$ cat src/rtl/noc_traffic_gen_pkg.sv
// Shared types and helpers for the NoC traffic generator.
//   flit_type_t : 2-bit flit type carried in the top bits of every flit
//   tg_state_e  : generator FSM state, encoded with ST_* localparams
//   tg_cfg_t    : per-packet configuration snapshot
//   lfsr32_next : one step of the 32-bit Galois LFSR x^32+x^22+x^2+x+1
package noc_traffic_gen_pkg;

    localparam int unsigned TYPE_W = 2;

    typedef enum logic [TYPE_W-1:0] {
        TYPE_NONE = 2'd0,
        TYPE_HEAD = 2'd1,
        TYPE_DATA = 2'd2,
        TYPE_TAIL = 2'd3
    } flit_type_t;

    typedef logic [2:0] tg_state_e;

    localparam tg_state_e ST_IDLE = 3'd0;
    localparam tg_state_e ST_HEAD = 3'd1;
    localparam tg_state_e ST_BODY = 3'd2;
    localparam tg_state_e ST_TAIL = 3'd3;
    localparam tg_state_e ST_GAP  = 3'd4;

    typedef struct packed {
        logic [15:0] pkt_num;
        logic [7:0]  gap;
        logic [7:0]  len;
    } tg_cfg_t;

    // Right-shifting Galois form: taps 32,22,2,1 map to mask bits 31,21,1,0.
    localparam logic [31:0] LFSR_TAPS = 32'h8020_0003;

    function automatic logic [31:0] lfsr32_next(input logic [31:0] cur);
        return {1'b0, cur[31:1]} ^ (cur[0] ? LFSR_TAPS : 32'h0);
    endfunction

endpackage

$ cat src/rtl/noc_traffic_gen_if.sv
// Flit link between a traffic generator and a router input port.
//   data  : {flit type, payload}, driven by master
//   vch   : virtual channel of the current packet, driven by master
//   valid : flit valid, driven by master
//   ack   : per-VC ready, driven by slave; a flit moves when valid && ack[vch]
interface noc_traffic_gen_if #(
    parameter int unsigned VCH_N  = 4,
    parameter int unsigned VCH_W  = (VCH_N > 1) ? $clog2(VCH_N) : 1,
    parameter int unsigned DATA_W = 32
);
    import noc_traffic_gen_pkg::*;

    logic [TYPE_W+DATA_W-1:0] data;
    logic [VCH_W-1:0]         vch;
    logic                     valid;
    logic [VCH_N-1:0]         ack;

    modport master (output data, output vch, output valid, input ack);
    modport slave  (input data, input vch, input valid, output ack);

endinterface

$ cat src/rtl/noc_traffic_gen_lfsr32.sv
// 32-bit Galois LFSR payload source.
//   clk, rst_n : clock, asynchronous active-low reset (loads SEED, 0 replaced by 1)
//   advance    : step the register once this cycle
//   value      : current LFSR state, never zero
module noc_traffic_gen_lfsr32
    import noc_traffic_gen_pkg::*;
#(
    parameter logic [31:0] SEED = 32'h1
) (
    input  logic        clk,
    input  logic        rst_n,
    input  logic        advance,
    output logic [31:0] value
);

    // An all-zero state would lock the LFSR, so a zero seed is promoted to 1.
    localparam logic [31:0] SEED_NZ = (SEED == 32'h0) ? 32'h1 : SEED;

    always_ff @(posedge clk or negedge rst_n) begin
        if (!rst_n) begin
            value <= SEED_NZ;
        end else if (advance) begin
            value <= lfsr32_next(value);
        end
    end

endmodule

$ cat src/rtl/noc_traffic_gen.sv
// Wormhole packet source for one router input port.
// Emits HEAD, cfg_len DATA flits and a TAIL, then cfg_gap idle cycles; packets rotate over VCs.
//   clk, rst_n         : clock, asynchronous active-low reset
//   en                 : generate packets while high; low also clears done
//   cfg_len/gap/pkt_num: DATA flits per packet, idle cycles after TAIL, packet limit (0 = none)
//   cfg_rand_dst       : 1 = LFSR-chosen destination, 0 = cfg_dst_x/y
//   my_xpos/ypos       : own node, never used as a random destination
//   link (master)      : data/vch/valid out, per-VC ack in
//   busy               : packet in flight, HEAD through TAIL acceptance
//   done               : cfg_pkt_num packets sent
// Optional macro NOC_TG_STATS_EN adds saturating flit_cnt, pkt_cnt and stall_cnt outputs.
module noc_traffic_gen
    import noc_traffic_gen_pkg::*;
#(
    parameter int unsigned VCH_N     = 4,
    parameter int unsigned VCH_W     = (VCH_N > 1) ? $clog2(VCH_N) : 1,
    parameter int unsigned DATA_W    = 32,
    parameter logic [31:0] LFSR_SEED = 32'h1
) (
    input  logic        clk,
    input  logic        rst_n,
    input  logic        en,
    input  logic [7:0]  cfg_len,
    input  logic [7:0]  cfg_gap,
    input  logic [15:0] cfg_pkt_num,
    input  logic        cfg_rand_dst,
    input  logic [1:0]  cfg_dst_x,
    input  logic [1:0]  cfg_dst_y,
    input  logic [1:0]  my_xpos,
    input  logic [1:0]  my_ypos,
    noc_traffic_gen_if.master link,
    output logic        busy,
    output logic        done
`ifdef NOC_TG_STATS_EN
    ,
    output logic [31:0] flit_cnt,
    output logic [31:0] pkt_cnt,
    output logic [31:0] stall_cnt
`endif
);

    localparam int unsigned FLIT_W = TYPE_W + DATA_W;

    tg_state_e           state_q, state_d;
    tg_cfg_t             cfg_q, cfg_d;
    logic [7:0]          beat_q, beat_d;
    logic [7:0]          gap_q, gap_d;
    logic [15:0]         pkts_q, pkts_d;
    logic [VCH_W-1:0]    vc_ptr_q, vc_ptr_d;
    logic [VCH_W-1:0]    vch_q, vch_d;
    logic [FLIT_W-1:0]   data_q, data_d;
    logic                done_q, done_d;

    logic [31:0]         lfsr, lfsr_next, lfsr_now;
    logic                lfsr_adv;
    logic                valid, accept, start, last_beat;
    logic [1:0]          dst_x, dst_y;

    noc_traffic_gen_lfsr32 #(
        .SEED (LFSR_SEED)
    ) u_lfsr (
        .clk     (clk),
        .rst_n   (rst_n),
        .advance (lfsr_adv),
        .value   (lfsr)
    );

    assign lfsr_next = lfsr32_next(lfsr);

    assign valid  = (state_q == ST_HEAD) || (state_q == ST_BODY) || (state_q == ST_TAIL);
    assign accept = valid && link.ack[vch_q];

    always_comb begin
        state_d   = state_q;
        cfg_d     = cfg_q;
        beat_d    = beat_q;
        gap_d     = gap_q;
        pkts_d    = pkts_q;
        vc_ptr_d  = vc_ptr_q;
        vch_d     = vch_q;
        data_d    = data_q;
        done_d    = done_q;
        lfsr_adv  = 1'b0;
        start     = 1'b0;
        last_beat = 1'b0;
        lfsr_now  = lfsr;
        dst_x     = cfg_dst_x;
        dst_y     = cfg_dst_y;

        case (state_q)
            ST_IDLE: begin
                if (en && !done_q) begin
                    start  = 1'b1;
                    pkts_d = '0;
                end
            end
            ST_HEAD: begin
                if (accept) begin
                    beat_d = '0;
                    if (cfg_q.len == 8'd0) begin
                        state_d = ST_TAIL;
                        data_d  = {TYPE_TAIL, DATA_W'(lfsr)};
                    end else begin
                        state_d = ST_BODY;
                        data_d  = {TYPE_DATA, DATA_W'(lfsr)};
                    end
                end
            end
            ST_BODY: begin
                if (accept) begin
                    lfsr_adv  = 1'b1;
                    beat_d    = beat_q + 8'd1;
                    last_beat = (beat_d == cfg_q.len);
                    state_d   = last_beat ? ST_TAIL : ST_BODY;
                    data_d    = {last_beat ? TYPE_TAIL : TYPE_DATA, DATA_W'(lfsr_next)};
                end
            end
            ST_TAIL: begin
                if (accept) begin
                    lfsr_adv = 1'b1;
                    vc_ptr_d = (vc_ptr_q == VCH_W'(VCH_N - 1)) ? '0 : vc_ptr_q + 1'b1;
                    pkts_d   = pkts_q + 16'd1;
                    data_d   = {TYPE_NONE, DATA_W'(0)};
                    gap_d    = '0;
                    state_d  = ST_GAP;
                    if (cfg_q.pkt_num != 16'd0 && pkts_d == cfg_q.pkt_num) begin
                        done_d  = 1'b1;
                        state_d = ST_IDLE;
                    end else if (cfg_q.gap == 8'd0) begin
                        // No gap: next HEAD follows the TAIL back-to-back.
                        if (en) begin
                            start = 1'b1;
                        end else begin
                            state_d = ST_IDLE;
                        end
                    end
                end
            end
            ST_GAP: begin
                if (gap_q == cfg_q.gap - 8'd1) begin
                    if (en) begin
                        start = 1'b1;
                    end else begin
                        state_d = ST_IDLE;
                    end
                end else begin
                    gap_d = gap_q + 8'd1;
                end
            end
            default: begin
                state_d = ST_IDLE;
                data_d  = {TYPE_NONE, DATA_W'(0)};
            end
        endcase

        if (start) begin
            // Random destination uses the LFSR value the packet's first payload flit will carry.
            lfsr_now = lfsr_adv ? lfsr_next : lfsr;
            if (cfg_rand_dst) begin
                dst_x = lfsr_now[1:0];
                dst_y = lfsr_now[3:2];
                if (dst_x == my_xpos && dst_y == my_ypos) begin
                    dst_x = dst_x + 2'd1;
                end
            end
            cfg_d.len     = cfg_len;
            cfg_d.gap     = cfg_gap;
            cfg_d.pkt_num = cfg_pkt_num;
            state_d       = ST_HEAD;
            vch_d         = vc_ptr_d;
            data_d        = {TYPE_HEAD, DATA_W'({dst_y, dst_x})};
        end

        if (!en) begin
            done_d = 1'b0;
        end
    end

    always_ff @(posedge clk or negedge rst_n) begin
        if (!rst_n) begin
            state_q  <= ST_IDLE;
            cfg_q    <= '0;
            beat_q   <= '0;
            gap_q    <= '0;
            pkts_q   <= '0;
            vc_ptr_q <= '0;
            vch_q    <= '0;
            data_q   <= {TYPE_NONE, DATA_W'(0)};
            done_q   <= 1'b0;
        end else begin
            state_q  <= state_d;
            cfg_q    <= cfg_d;
            beat_q   <= beat_d;
            gap_q    <= gap_d;
            pkts_q   <= pkts_d;
            vc_ptr_q <= vc_ptr_d;
            vch_q    <= vch_d;
            data_q   <= data_d;
            done_q   <= done_d;
        end
    end

    assign link.data  = data_q;
    assign link.vch   = vch_q;
    assign link.valid = valid;
    assign busy       = valid;
    assign done       = done_q;

`ifdef NOC_TG_STATS_EN
    logic [31:0] flit_cnt_q, pkt_cnt_q, stall_cnt_q;

    always_ff @(posedge clk or negedge rst_n) begin
        if (!rst_n) begin
            flit_cnt_q  <= '0;
            pkt_cnt_q   <= '0;
            stall_cnt_q <= '0;
        end else begin
            if (accept && flit_cnt_q != '1) begin
                flit_cnt_q <= flit_cnt_q + 32'd1;
            end
            if (accept && state_q == ST_TAIL && pkt_cnt_q != '1) begin
                pkt_cnt_q <= pkt_cnt_q + 32'd1;
            end
            if (valid && !link.ack[vch_q] && stall_cnt_q != '1) begin
                stall_cnt_q <= stall_cnt_q + 32'd1;
            end
        end
    end

    assign flit_cnt  = flit_cnt_q;
    assign pkt_cnt   = pkt_cnt_q;
    assign stall_cnt = stall_cnt_q;
`endif

endmodule
$ cat src/flat_wrapper.sv
// flat-port wrapper written by rule: the top's interface ports become plain ports
module noc_traffic_gen_flat import noc_traffic_gen_pkg::*;
#(
    parameter int unsigned VCH_N     = 4,
    parameter int unsigned VCH_W     = (VCH_N > 1) ? $clog2(VCH_N) : 1,
    parameter int unsigned DATA_W    = 32,
    parameter logic [31:0] LFSR_SEED = 32'h1
)
  (clk, rst_n, en, cfg_len, cfg_gap, cfg_pkt_num, cfg_rand_dst, cfg_dst_x, cfg_dst_y, my_xpos, my_ypos, busy, done, link_data, link_vch, link_valid, link_ack);
  noc_traffic_gen_if #(.VCH_N(VCH_N), .VCH_W(VCH_W), .DATA_W(DATA_W)) link_i ();
  input  logic clk;
  input  logic rst_n;
  input  logic en;
  input  logic [7:0] cfg_len;
  input  logic [7:0] cfg_gap;
  input  logic [15:0] cfg_pkt_num;
  input  logic cfg_rand_dst;
  input  logic [1:0] cfg_dst_x;
  input  logic [1:0] cfg_dst_y;
  input  logic [1:0] my_xpos;
  input  logic [1:0] my_ypos;
  output logic busy;
  output logic done;
  output wire logic [$bits(link_i.data)-1:0] link_data;
  output wire logic [$bits(link_i.vch)-1:0] link_vch;
  output wire logic [$bits(link_i.valid)-1:0] link_valid;
  input wire logic [$bits(link_i.ack)-1:0] link_ack;
  assign link_data = link_i.data;
  assign link_vch = link_i.vch;
  assign link_valid = link_i.valid;
  assign link_i.ack = link_ack;
  noc_traffic_gen #(.VCH_N(VCH_N), .VCH_W(VCH_W), .DATA_W(DATA_W), .LFSR_SEED(LFSR_SEED)) u_core (.clk(clk), .rst_n(rst_n), .en(en), .cfg_len(cfg_len), .cfg_gap(cfg_gap), .cfg_pkt_num(cfg_pkt_num), .cfg_rand_dst(cfg_rand_dst), .cfg_dst_x(cfg_dst_x), .cfg_dst_y(cfg_dst_y), .my_xpos(my_xpos), .my_ypos(my_ypos), .link(link_i), .busy(busy), .done(done));
endmodule
$ cat config.mk
export PLATFORM = sky130hd
export DESIGN_NAME = noc_traffic_gen_flat
export DESIGN_NICKNAME = d
export VERILOG_FILES = /design/src/rtl/noc_traffic_gen_pkg.sv /design/src/rtl/noc_traffic_gen_if.sv /design/src/rtl/noc_traffic_gen_lfsr32.sv /design/src/rtl/noc_traffic_gen.sv /design/src/flat_wrapper.sv
export SDC_FILE = /design/constraint.sdc
export NUM_CORES = 1
export LEC_CHECK = 0
export CORE_MARGIN = 4
export CORE_UTILIZATION = 50
export CTS_CLUSTER_SIZE = 8
export DETAILED_ROUTE_END_ITERATION = 8
export PLACE_DENSITY = 0.8
export SYNTH_ARGS = -nofsm -noshare
export SYNTH_HDL_FRONTEND = slang
export SYNTH_SLANG_ARGS = --single-unit
export TNS_END_PERCENT = 5
$ cat constraint.sdc
create_clock -name clk -period 3.85 [get_ports clk]
set_input_delay 0.77 -clock clk [delete_from_list [all_inputs] [get_ports clk]]
set_output_delay 0.77 -clock clk [all_outputs]
set_load 0.01 [all_outputs]
==> results by group <==
Outcome
  • Outcome: complete, no violations

Finish
  • Nets: between 800 and 900
  • Inserted Diodes: 0
  • Share of layout cells above drive strength 1: 15.62%
  • Final Util: 62.99%
  • Syn-to-layout area delta: 22.66%

Timing
  • Fin. max-slew vios: 0
  • Max Fclk: 290.1 MHz
  • RSZ-0062 raised after global routing: no
  • Worst rel slew slack: 42.41%
  • Minimum clock period: roughly 3.4 ns
  • Setup TNS: 0 ns
  • Final worst-path cycle share: between 80% and 90%
  • Hold slack: 0.3930 ns
  • Setup-failing EPs final: 0
  • Final hold viol count: 0
  • Final WS setup: approximately 0.4 ns
  • Layout Skew: 0.006693 ns
  • Slew at the pin closest to its max-slew limit: around 0.86 ns

Floorplan
  • Die Y-Extent: 127.6 µm
  • I/O Pins: 87
  • Core Area: between 10000 and 15000 µm²
  • Initial core utilization: between 50% and 60%
  • FP Rows: 43
  • Die area: 16290 µm²
  • Die Wd: 127.6 µm

GRT
  • Global-route usage over all layers: a little under a quarter
  • Largest net degree at the start of global routing: 66
  • Initial antenna violation count: 0
  • GRT overflow: 0
  • Vias in the first global route: 5788
  • Global-route wire length before repair: 29.42 mm

Yosys
  • Register area share after synthesis: 48.28%
  • Dominant synthesized flop cell: dfrtp_1
  • Seq cells post-synth: 138
  • Netlist cell types: 66
  • Syn Nets: 725
  • Cell taking the most area after synthesis: dfrtp_1
  • Syn Inst Count: 672
  • Yosys Warn Count: 0
  • Synth top area cells: dfrtp_1 (48%), mux2_4 (6.1%), mux2_2 (5.7%)
  • Asr flop ratio synth: 100.0%
  • Synthesized area per cell: 10.65 µm²
  • Synth top area share: between 40% and 50%
  • EDFF count, synth: 0
  • Cell area after synthesis: 7156 µm²

Setup path
  • Crit-path max cell delay: between 0.7 and 0.8 ns
  • CP max-delay cell: o21ai_4
  • Crit Path Max Fanout: 19
  • Critical path type: flip-flop to flip-flop
  • WP data required: 4.16 ns
  • Worst-path cell chain: ha_1 -> nand4_1 -> o22ai_1 -> nor2_1 -> and3_1 -> and4_1 -> o21ai_4 -> buf_12 -> mux2_2
  • Crit start category: flip-flop
  • Worst setup EP type: flip-flop
  • Worst EP arrival: 3.75 ns

Clock tree
  • TritonCTS clock tree: done
  • Post-CTS Setup Bufs: 0
  • H-tree levels: 4
  • # clock sinks: 138
  • CTS Root Cell: clkbuf_16
  • Number of CTS-inserted buffers: 17
  • Worst-path clk slew: around 0.06 ns
  • CTS max path bufs: 2
  • Clk_lat worst skew: between 0.4 and 0.5 ns
  • Cts hold-fix bufs: 0
  • Gates resized, CTS repair: 0

Placement
  • Pre-CTS WS: 0.4506 ns
  • GPL Wtd Cong: 0.9239
  • DP HPWL: 11.72 mm
  • Number of port buffers: 86

Drt
  • Total number of vias: 5603
  • DRT Wirelength: 17.56 mm
  • Remaining antenna violation count: 0
  • Vias per cell: 5.948
  • Initial DRT Pass Iterations: 5
  • Remaining DRCs: 0
  • Mean routed wirelength per cell: 18.64 µm
  • Initial drt markers: 465

Job
  • MaxCap Viol Count: 0

Power and ir drop
  • Peak supply drop: 0.5446 mV
  • Leak Pwr: 3.767 nW
  • Cell Pwr Density: 790.9 nW/µm²

Min path
  • Worst hold path type: input port to asynchronous set/reset pin
## final timing paths
| path | startpoint | endpoint | slack (ns) | depth (start not counted) |
|---|---|---|---|---|
| min in group clk | u_core.beat_q[7]$_DFFE_PN0P_ | u_core.beat_q[7]$_DFFE_PN0P_ | 0.52 | 2 |
| setup reg to reg | u_core.pkts_q[0]$_DFFE_PN0P_ | u_core.cfg_q[7]$_DFFE_PN0N_ | 0.40 | 9 |
| hold reg to reg | u_core.beat_q[7]$_DFFE_PN0P_ | u_core.beat_q[7]$_DFFE_PN0P_ | 0.52 | 2 |
| hold / removal | rst_n | u_core.cfg_q[10]$_DFFE_PN0N_ | 0.39 | 1 |
| setup / recovery | u_core.pkts_q[0]$_DFFE_PN0P_ | u_core.cfg_q[7]$_DFFE_PN0N_ | 0.40 | 9 |
| max in group asynchronous | rst_n | u_core.u_lfsr.value[0]$_DFF_PN1_ | 2.65 | 2 |
## cells in the mapped netlist, drive strengths merged, types with 5 or more instances
cell,count
a21oi,37
a22oi,31
a31oi,6
and2,6
and3,10
buf,14
clkbuf,24
dfrtp,137
ha,5
inv,12
mux2,65
mux2i,6
nand2,43
nand3,21
nand4,15
nor2,58
nor2b,5
nor3,7
nor4,10
o21ai,36
o22ai,6
o31ai,7
xnor2,27
xor2,25
## cells by family (layout without fill, tap and decap cells)
family | count (synthesis) | after routing | share of synthesized area (%)
AO/OA/AOI/OAI | 152 | 152 | 14.01
adder cells (fa/ha/maj) | 6 | 6 | 1.032
AND/OR/NAND/NOR | 202 | 202 | 14.16
buffers and inverters | 50 | 140 | 3.252
XOR/XNOR | 53 | 53 | 6.680
flip-flops | 138 | 138 | 48.28
multiplexers | 71 | 71 | 12.59
## area by class of cell
class / count / area, µm²
Clock buffer: 22 / 464.2
Clock inverter: 10 / 117.6
Fill cell: 1069 / 5157
Inverter: 12 / 45.04
Multi-Input combinational cell: 484 / 3500
Sequential cell: 138 / 3455
Tap cell: 180 / 225.2
Timing Repair Buffer: 96 / 970.9
## state kept, by name, summed over array words and instances, names as in the netlist, 2 cells and up
signal,flops
u_core.state_q,3
u_core.gap_q,8
u_core.vc_ptr_q,2
u_core.link.data,34
u_core.cfg_q,32
u_core.u_lfsr.value,32
u_core.beat_q,8
u_core.link.vch,2
u_core.pkts_q,16
## layer usage
metal	GRT usage, %	share of wire, %	vias up
met1	29.15	44	2788
li1	-	-	2595
met3	6.187	5.8	26
met5	0	0	-
met2	36.48	49	194
met4	8.739	1.9	0
## power breakdown
part	switching, W	internal [W]
Clock	0.000625	0.000989
Combinational	0.00146	0.00144
Sequential	0.000513	0.00191
Total	0.00260	0.00434
## cell usage in the layout (no fill, tap or decap), drive strengths merged, types with 10 or more instances in the layout
cell             n
clkdlybuf4s50   85
and3            10
mux2            65
a22oi           31
clkbuf          22
nand2           43
nand3           21
xnor2           27
dfrtp          137
buf             11
nor4            10
nand4           15
nor2            58
a21oi           37
xor2            25
inv             13
o21ai           36
## worst max-delay path, delay by kind of cell (launching register included)
kind	cells	cell delay (ns)
AO/OA/AOI/OAI	2	0.95
adder cells (fa/ha/maj)	1	0.42
buffers and inverters	1	0.28
flip-flops	1	0.44
multiplexers	1	0.37
AND/OR/NAND/NOR	4	0.86
## per-stage QoR
stage | total power [W] | std cells | area [µm²]
2_1_floorplan | 0.004270 | 672 | 7156
3_3_place_gp | 0.005176 | 910 | 8195
3_5_place_dp | 0.005295 | 910 | 8195
4_1_cts | 0.006961 | 942 | 8777
5_1_grt | 0.007381 | 942 | 8777
6_report | 0.006941 | 942 | 8777
Note: power is estimated with default switching activity, not from simulation.
